==> src/rtl/ins_wb.sv <==
// Commit/write-back stage: captures one request set, optionally waits on the memory write bus, then commits regfile/PC.
// Latency: done 1 cycle after accept (no store) or after ack/timeout; op is ignored while busy, no other backpressure.
module ins_wb #(
  parameter logic [31:0] RESET_PC    = 32'h0000_0000,
  parameter int          TIMEOUT_CYC = 16
) (
  input  logic        sys_clk,
  input  logic        sys_rst_n,
  input  logic        op,
  input  logic        reg_w_op,
  input  logic [4:0]  reg_w_reg_idx,
  input  logic [31:0] reg_w_reg_val,
  input  logic        mem_w_op,
  input  logic [31:0] mem_w_mem_addr,
  input  logic [31:0] mem_w_mem_val,
  input  logic        reg_pc_w_op,
  input  logic [31:0] reg_pc_w_val,
  output logic        rf_w_en,
  output logic [4:0]  rf_w_idx,
  output logic [31:0] rf_w_val,
  output logic        bus_w_req,
  output logic [31:0] bus_w_addr,
  output logic [31:0] bus_w_val,
  input  logic        bus_w_ack,
  output logic [31:0] pc_val,
  output logic        busy,
  output logic        done,
  output logic        err
);

  typedef enum logic [1:0] {
    IDLE   = 2'd0,
    MEM    = 2'd1,
    COMMIT = 2'd2
  } state_t;

  localparam logic [7:0] TIMEOUT_LIM = 8'(TIMEOUT_CYC);

  state_t      state_q, state_d;
  logic [7:0]  cnt_q, cnt_d;
  logic [7:0]  cnt_inc;
  logic [31:0] pc_q, pc_d;
  logic        err_q, err_d;

  logic        cap_reg_op_q, cap_reg_op_d;
  logic [4:0]  cap_reg_idx_q, cap_reg_idx_d;
  logic [31:0] cap_reg_val_q, cap_reg_val_d;
  logic [31:0] cap_mem_addr_q, cap_mem_addr_d;
  logic [31:0] cap_mem_val_q, cap_mem_val_d;
  logic        cap_pc_op_q, cap_pc_op_d;
  logic [31:0] cap_pc_tgt_q, cap_pc_tgt_d;

  assign cnt_inc = cnt_q + 8'd1;

  always_comb begin
    state_d        = state_q;
    cnt_d          = cnt_q;
    pc_d           = pc_q;
    err_d          = err_q;
    cap_reg_op_d   = cap_reg_op_q;
    cap_reg_idx_d  = cap_reg_idx_q;
    cap_reg_val_d  = cap_reg_val_q;
    cap_mem_addr_d = cap_mem_addr_q;
    cap_mem_val_d  = cap_mem_val_q;
    cap_pc_op_d    = cap_pc_op_q;
    cap_pc_tgt_d   = cap_pc_tgt_q;

    case (state_q)
      IDLE: begin
        if (op) begin
          cap_reg_op_d   = reg_w_op;
          cap_reg_idx_d  = reg_w_reg_idx;
          cap_reg_val_d  = reg_w_reg_val;
          cap_mem_addr_d = mem_w_mem_addr;
          cap_mem_val_d  = mem_w_mem_val;
          cap_pc_op_d    = reg_pc_w_op;
          cap_pc_tgt_d   = reg_pc_w_val;
          cnt_d          = 8'd0;
          state_d        = mem_w_op ? MEM : COMMIT;
        end
      end
      MEM: begin
        cnt_d = cnt_inc;
        // An ack landing on the limit edge wins over the timeout.
        if (bus_w_ack) begin
          state_d = COMMIT;
        end else if (cnt_inc == TIMEOUT_LIM) begin
          state_d = COMMIT;
          err_d   = 1'b1;
        end
      end
      COMMIT: begin
        state_d = IDLE;
        if (cap_pc_op_q) begin
          pc_d = {cap_pc_tgt_q[31:2], 2'b00};
          if (cap_pc_tgt_q[1:0] != 2'b00) begin
            err_d = 1'b1;
          end
        end else begin
          pc_d = pc_q + 32'd4;
        end
      end
      default: state_d = IDLE;
    endcase
  end

  always_ff @(posedge sys_clk or negedge sys_rst_n) begin
    if (!sys_rst_n) begin
      state_q        <= IDLE;
      cnt_q          <= 8'd0;
      pc_q           <= RESET_PC;
      err_q          <= 1'b0;
      cap_reg_op_q   <= 1'b0;
      cap_reg_idx_q  <= 5'd0;
      cap_reg_val_q  <= 32'd0;
      cap_mem_addr_q <= 32'd0;
      cap_mem_val_q  <= 32'd0;
      cap_pc_op_q    <= 1'b0;
      cap_pc_tgt_q   <= 32'd0;
    end else begin
      state_q        <= state_d;
      cnt_q          <= cnt_d;
      pc_q           <= pc_d;
      err_q          <= err_d;
      cap_reg_op_q   <= cap_reg_op_d;
      cap_reg_idx_q  <= cap_reg_idx_d;
      cap_reg_val_q  <= cap_reg_val_d;
      cap_mem_addr_q <= cap_mem_addr_d;
      cap_mem_val_q  <= cap_mem_val_d;
      cap_pc_op_q    <= cap_pc_op_d;
      cap_pc_tgt_q   <= cap_pc_tgt_d;
    end
  end

  // Strobes decode straight from state so reset drops them without waiting for a clock.
  assign busy       = (state_q != IDLE);
  assign done       = (state_q == COMMIT);
  assign bus_w_req  = (state_q == MEM);
  assign bus_w_addr = cap_mem_addr_q;
  assign bus_w_val  = cap_mem_val_q;
  assign rf_w_en    = (state_q == COMMIT) && cap_reg_op_q && (cap_reg_idx_q != 5'd0);
  assign rf_w_idx   = cap_reg_idx_q;
  assign rf_w_val   = cap_reg_val_q;
  assign pc_val     = pc_q;
  assign err        = err_q;

endmodule
==> config.mk <==
export PLATFORM = sky130hd
export DESIGN_NAME = ins_wb
export DESIGN_NICKNAME = d
export VERILOG_FILES = /design/src/rtl/ins_wb.sv
export SDC_FILE = /design/constraint.sdc
export NUM_CORES = 1
export LEC_CHECK = 0
export ABC_CLOCK_PERIOD_IN_PS = 5500
export BUFFER_PORTS_ARGS = -buffer_cell sky130_fd_sc_hd__clkbuf_2
export CAP_MARGIN = 30
export CORE_MARGIN = 5
export CORE_UTILIZATION = 39
export CTS_CLUSTER_DIAMETER = 200
export DETAILED_ROUTE_END_ITERATION = 6
export GPL_TIMING_DRIVEN = 0
export PLACE_DENSITY = 0.67
export REMOVE_ABC_BUFFERS = 1
export SLEW_MARGIN = 10
export SYNTH_ARGS = -nofsm -noshare
export SYNTH_HDL_FRONTEND = slang
export SYNTH_SLANG_ARGS = --single-unit
export TNS_END_PERCENT = 1
==> constraint.sdc <==
create_clock -name sys_clk -period 5.5 [get_ports sys_clk]
set_input_delay 0.275 -clock sys_clk [delete_from_list [all_inputs] [get_ports sys_clk]]
set_output_delay 0.275 -clock sys_clk [all_outputs]
set_load 0.02 [all_outputs]
==> metrics.txt <==
outcome=finished clean; most frequent cells in the layout=274 x clkbuf_2, 176 x dfrtp_1, 133 x mux2_2, 34 x nand2_1, 30 x a21oi_1; Leak=4.60 nW; Synth-to-Final Area Change=30.8%; Max-Cap Viols=0; DRC viols=0; largest net degree at the start of global routing=90; YS warnings=0; vias per cell=5.04; commonest non-fill, non-tap cell in the layout=clkbuf_2; latest clock arrival within the worst-skew pair=430 ps; Power per Cell Area=635 nW/µm²; Detail Placement HPWL=14500 µm; Syn Inst Count=589; initial drt markers=281; most used flip-flop cell after synthesis=dfrtp_1; Yosys top cell area share=58.6%; Worst IR Drop VDD=326 µV; Final Hold Viols=0; antenna-violating nets left=0; Synth Cell Area=7510 µm²; asr flop ratio synth=100%; layout cells sized above 1=52.0%; RePlAce Congestion=0.778; post-layout util=52.2%; Worst setup EP type=flop; core area=18800 µm²; Slew HR=45.3%; Synth area leader=dfrtp_1; number of port buffers=275; vias in the first global route=5974; Die Ht=149 µm; total negative slack=0 ps; wire per inst=17.5 µm; Worst-Margin Slew=813 ps; worst hold path type=in -> reg; Num CTS Buffers=17; Die Wd=149 µm; Netlist cell types=49; Root Buffer=clkbuf_16; die area=22100 µm²; Mapped Avg Cell Area=12.8 µm²; n_diodes=0; Fmax=0.461 GHz; Via Count=5692; pins over their slew limit=0; first-pass iteration count of the detailed router=4; CP Class=reg -> reg; initial antenna violation count=1; post-CTS setup buffers=0; Hold Path Stages=3; r2r worst-path depth=5; clock sink total=176; grt ovf=0; Tmin final=2170 ps; nets=1002; Startpoint Class=flop; H-Tree Level Count=4; top cells by area, synth=dfrtp_1 59%, mux2_2 20%, a21oi_1 2.0%; num rows=50; Setup Skew=19.3 ps; Final setup viols=0; sequential fraction of the synthesis area=58.6%; crit-path max FO=8; Clock Pin Slew Worst Setup and Hold Paths=70 ps; # fillers=1681; final WL=19800 µm; overall power=6.24 mW; RSZ-0062 raised after global routing=false; I/O Pins=278; Total GRT Usage=18.1%; initial core utilization=39.9%; critical path arrival=2460 ps; worst path required time=5790 ps; Longest Clk Path Bufs=2; Post-synth EDFFs=0; worst hold-check slack=60.8 ps; CTS tree=yes; first-pass GRT wire length=31800 µm; synthesized flop and latch total=176; fin crit share=39.4%
-- registers in the layout, summed over array words and instances (netlist names) --
signal,count
cap_reg_op_q,1
state_q,2
rf_w_val,32
cap_pc_op_q,1
err,1
cap_pc_tgt_q,32
bus_w_val,32
bus_w_addr,32
cnt_q,8
pc_val,30
rf_w_idx,5
-- where the power goes --
group          leakage [nW]  switching [mW]  internal, mW  total (mW)
Clock                 0.291           0.590         0.616        1.21
Combinational          2.23            1.55          1.14        2.69
Sequential             2.08           0.430          1.92        2.35
Total                  4.60            2.57          3.68        6.24
-- per-stage QoR --
step	worst slack (ps)	cells	area, µm²
2_1_floorplan	1080	556	7360
3_3_place_gp	-638	1091	9060
3_5_place_dp	3050	1096	9200
4_1_cts	3040	1129	9800
5_1_grt	3030	1130	9830
6_report	3330	1130	9830
-- worst paths after layout --
kind                             start         endpoint  slack, ps
max                          pc_val[9]       pc_val[21]       3330
min                        reg_pc_w_op      cap_pc_op_q         60
max reg2reg                  pc_val[9]       pc_val[21]       3330
min reg2reg                        err              err        480
max in group asynchronous    sys_rst_n    bus_w_val[25]       4170
min in group asynchronous    sys_rst_n  cap_pc_tgt_q[9]        440
-- repair_timing --
| item | CTS | global route |
|---|---|---|
| hold endpoints to repair | 88 | 0 |
| hold buffers | 1 | 0 |
| resized for setup | 0 | 0 |
-- logic make-up after synthesis --
logic type | Yosys count | share of synthesized area (%)
other | 1 | 0.0499
multiplexers | 138 | 20.6
AO/OA/AOI/OAI | 108 | 9.44
adder cells (fa/ha/maj) | 5 | 0.833
buffers and inverters | 47 | 2.73
AND/OR/NAND/NOR | 114 | 7.74
flip-flops | 176 | 58.6
-- layer usage --
metal  routed length [µm]  GRT usage (%)  vias up  share of wire (%)
met1                 7940           21.6     2767                 40
met4                  359           5.26        2                1.8
met5                    7              0        -              0.035
met3                 1840           8.23       24                9.3
li1                     -              -     2698                  -
met2                 9610           29.6      201                 49
-- layout make-up --
cell class              count  area, µm²  area share, %
repair buffers            282       1550           15.7
clock inverters            14        163           1.65
well taps                 260        325           3.31
multi-input cells         367       2910           29.6
inverters                  13       48.8          0.496
clock buffers              18        429           4.37
flip-flops and latches    176       4400           44.8
-- critical path, stage by stage, from the launching register on --
cell and delay (ps):
dfrtp_1 470, nand3_1 290, nor4_1 750, nand2_1 270, o22ai_1 180, a21oi_1 90
-- cells in the mapped netlist (4+ instances only) --
master and number:
ha_1 5, and3_1 10, a22o_1 4, a311oi_1 5, mux2i_1 5, a21oi_1 30, buf_2 14, nor3_1 15
buf_1 5, o22ai_1 10, mux2_2 133, inv_1 13, o21ai_0 20, nor4_1 5, a21o_1 4, clkbuf_1 12
dfrtp_1 176, nand3_1 11, nor2_1 20, nand2_1 34, nand4_1 4
No activity file was read; power rests on OpenSTA's default activity.
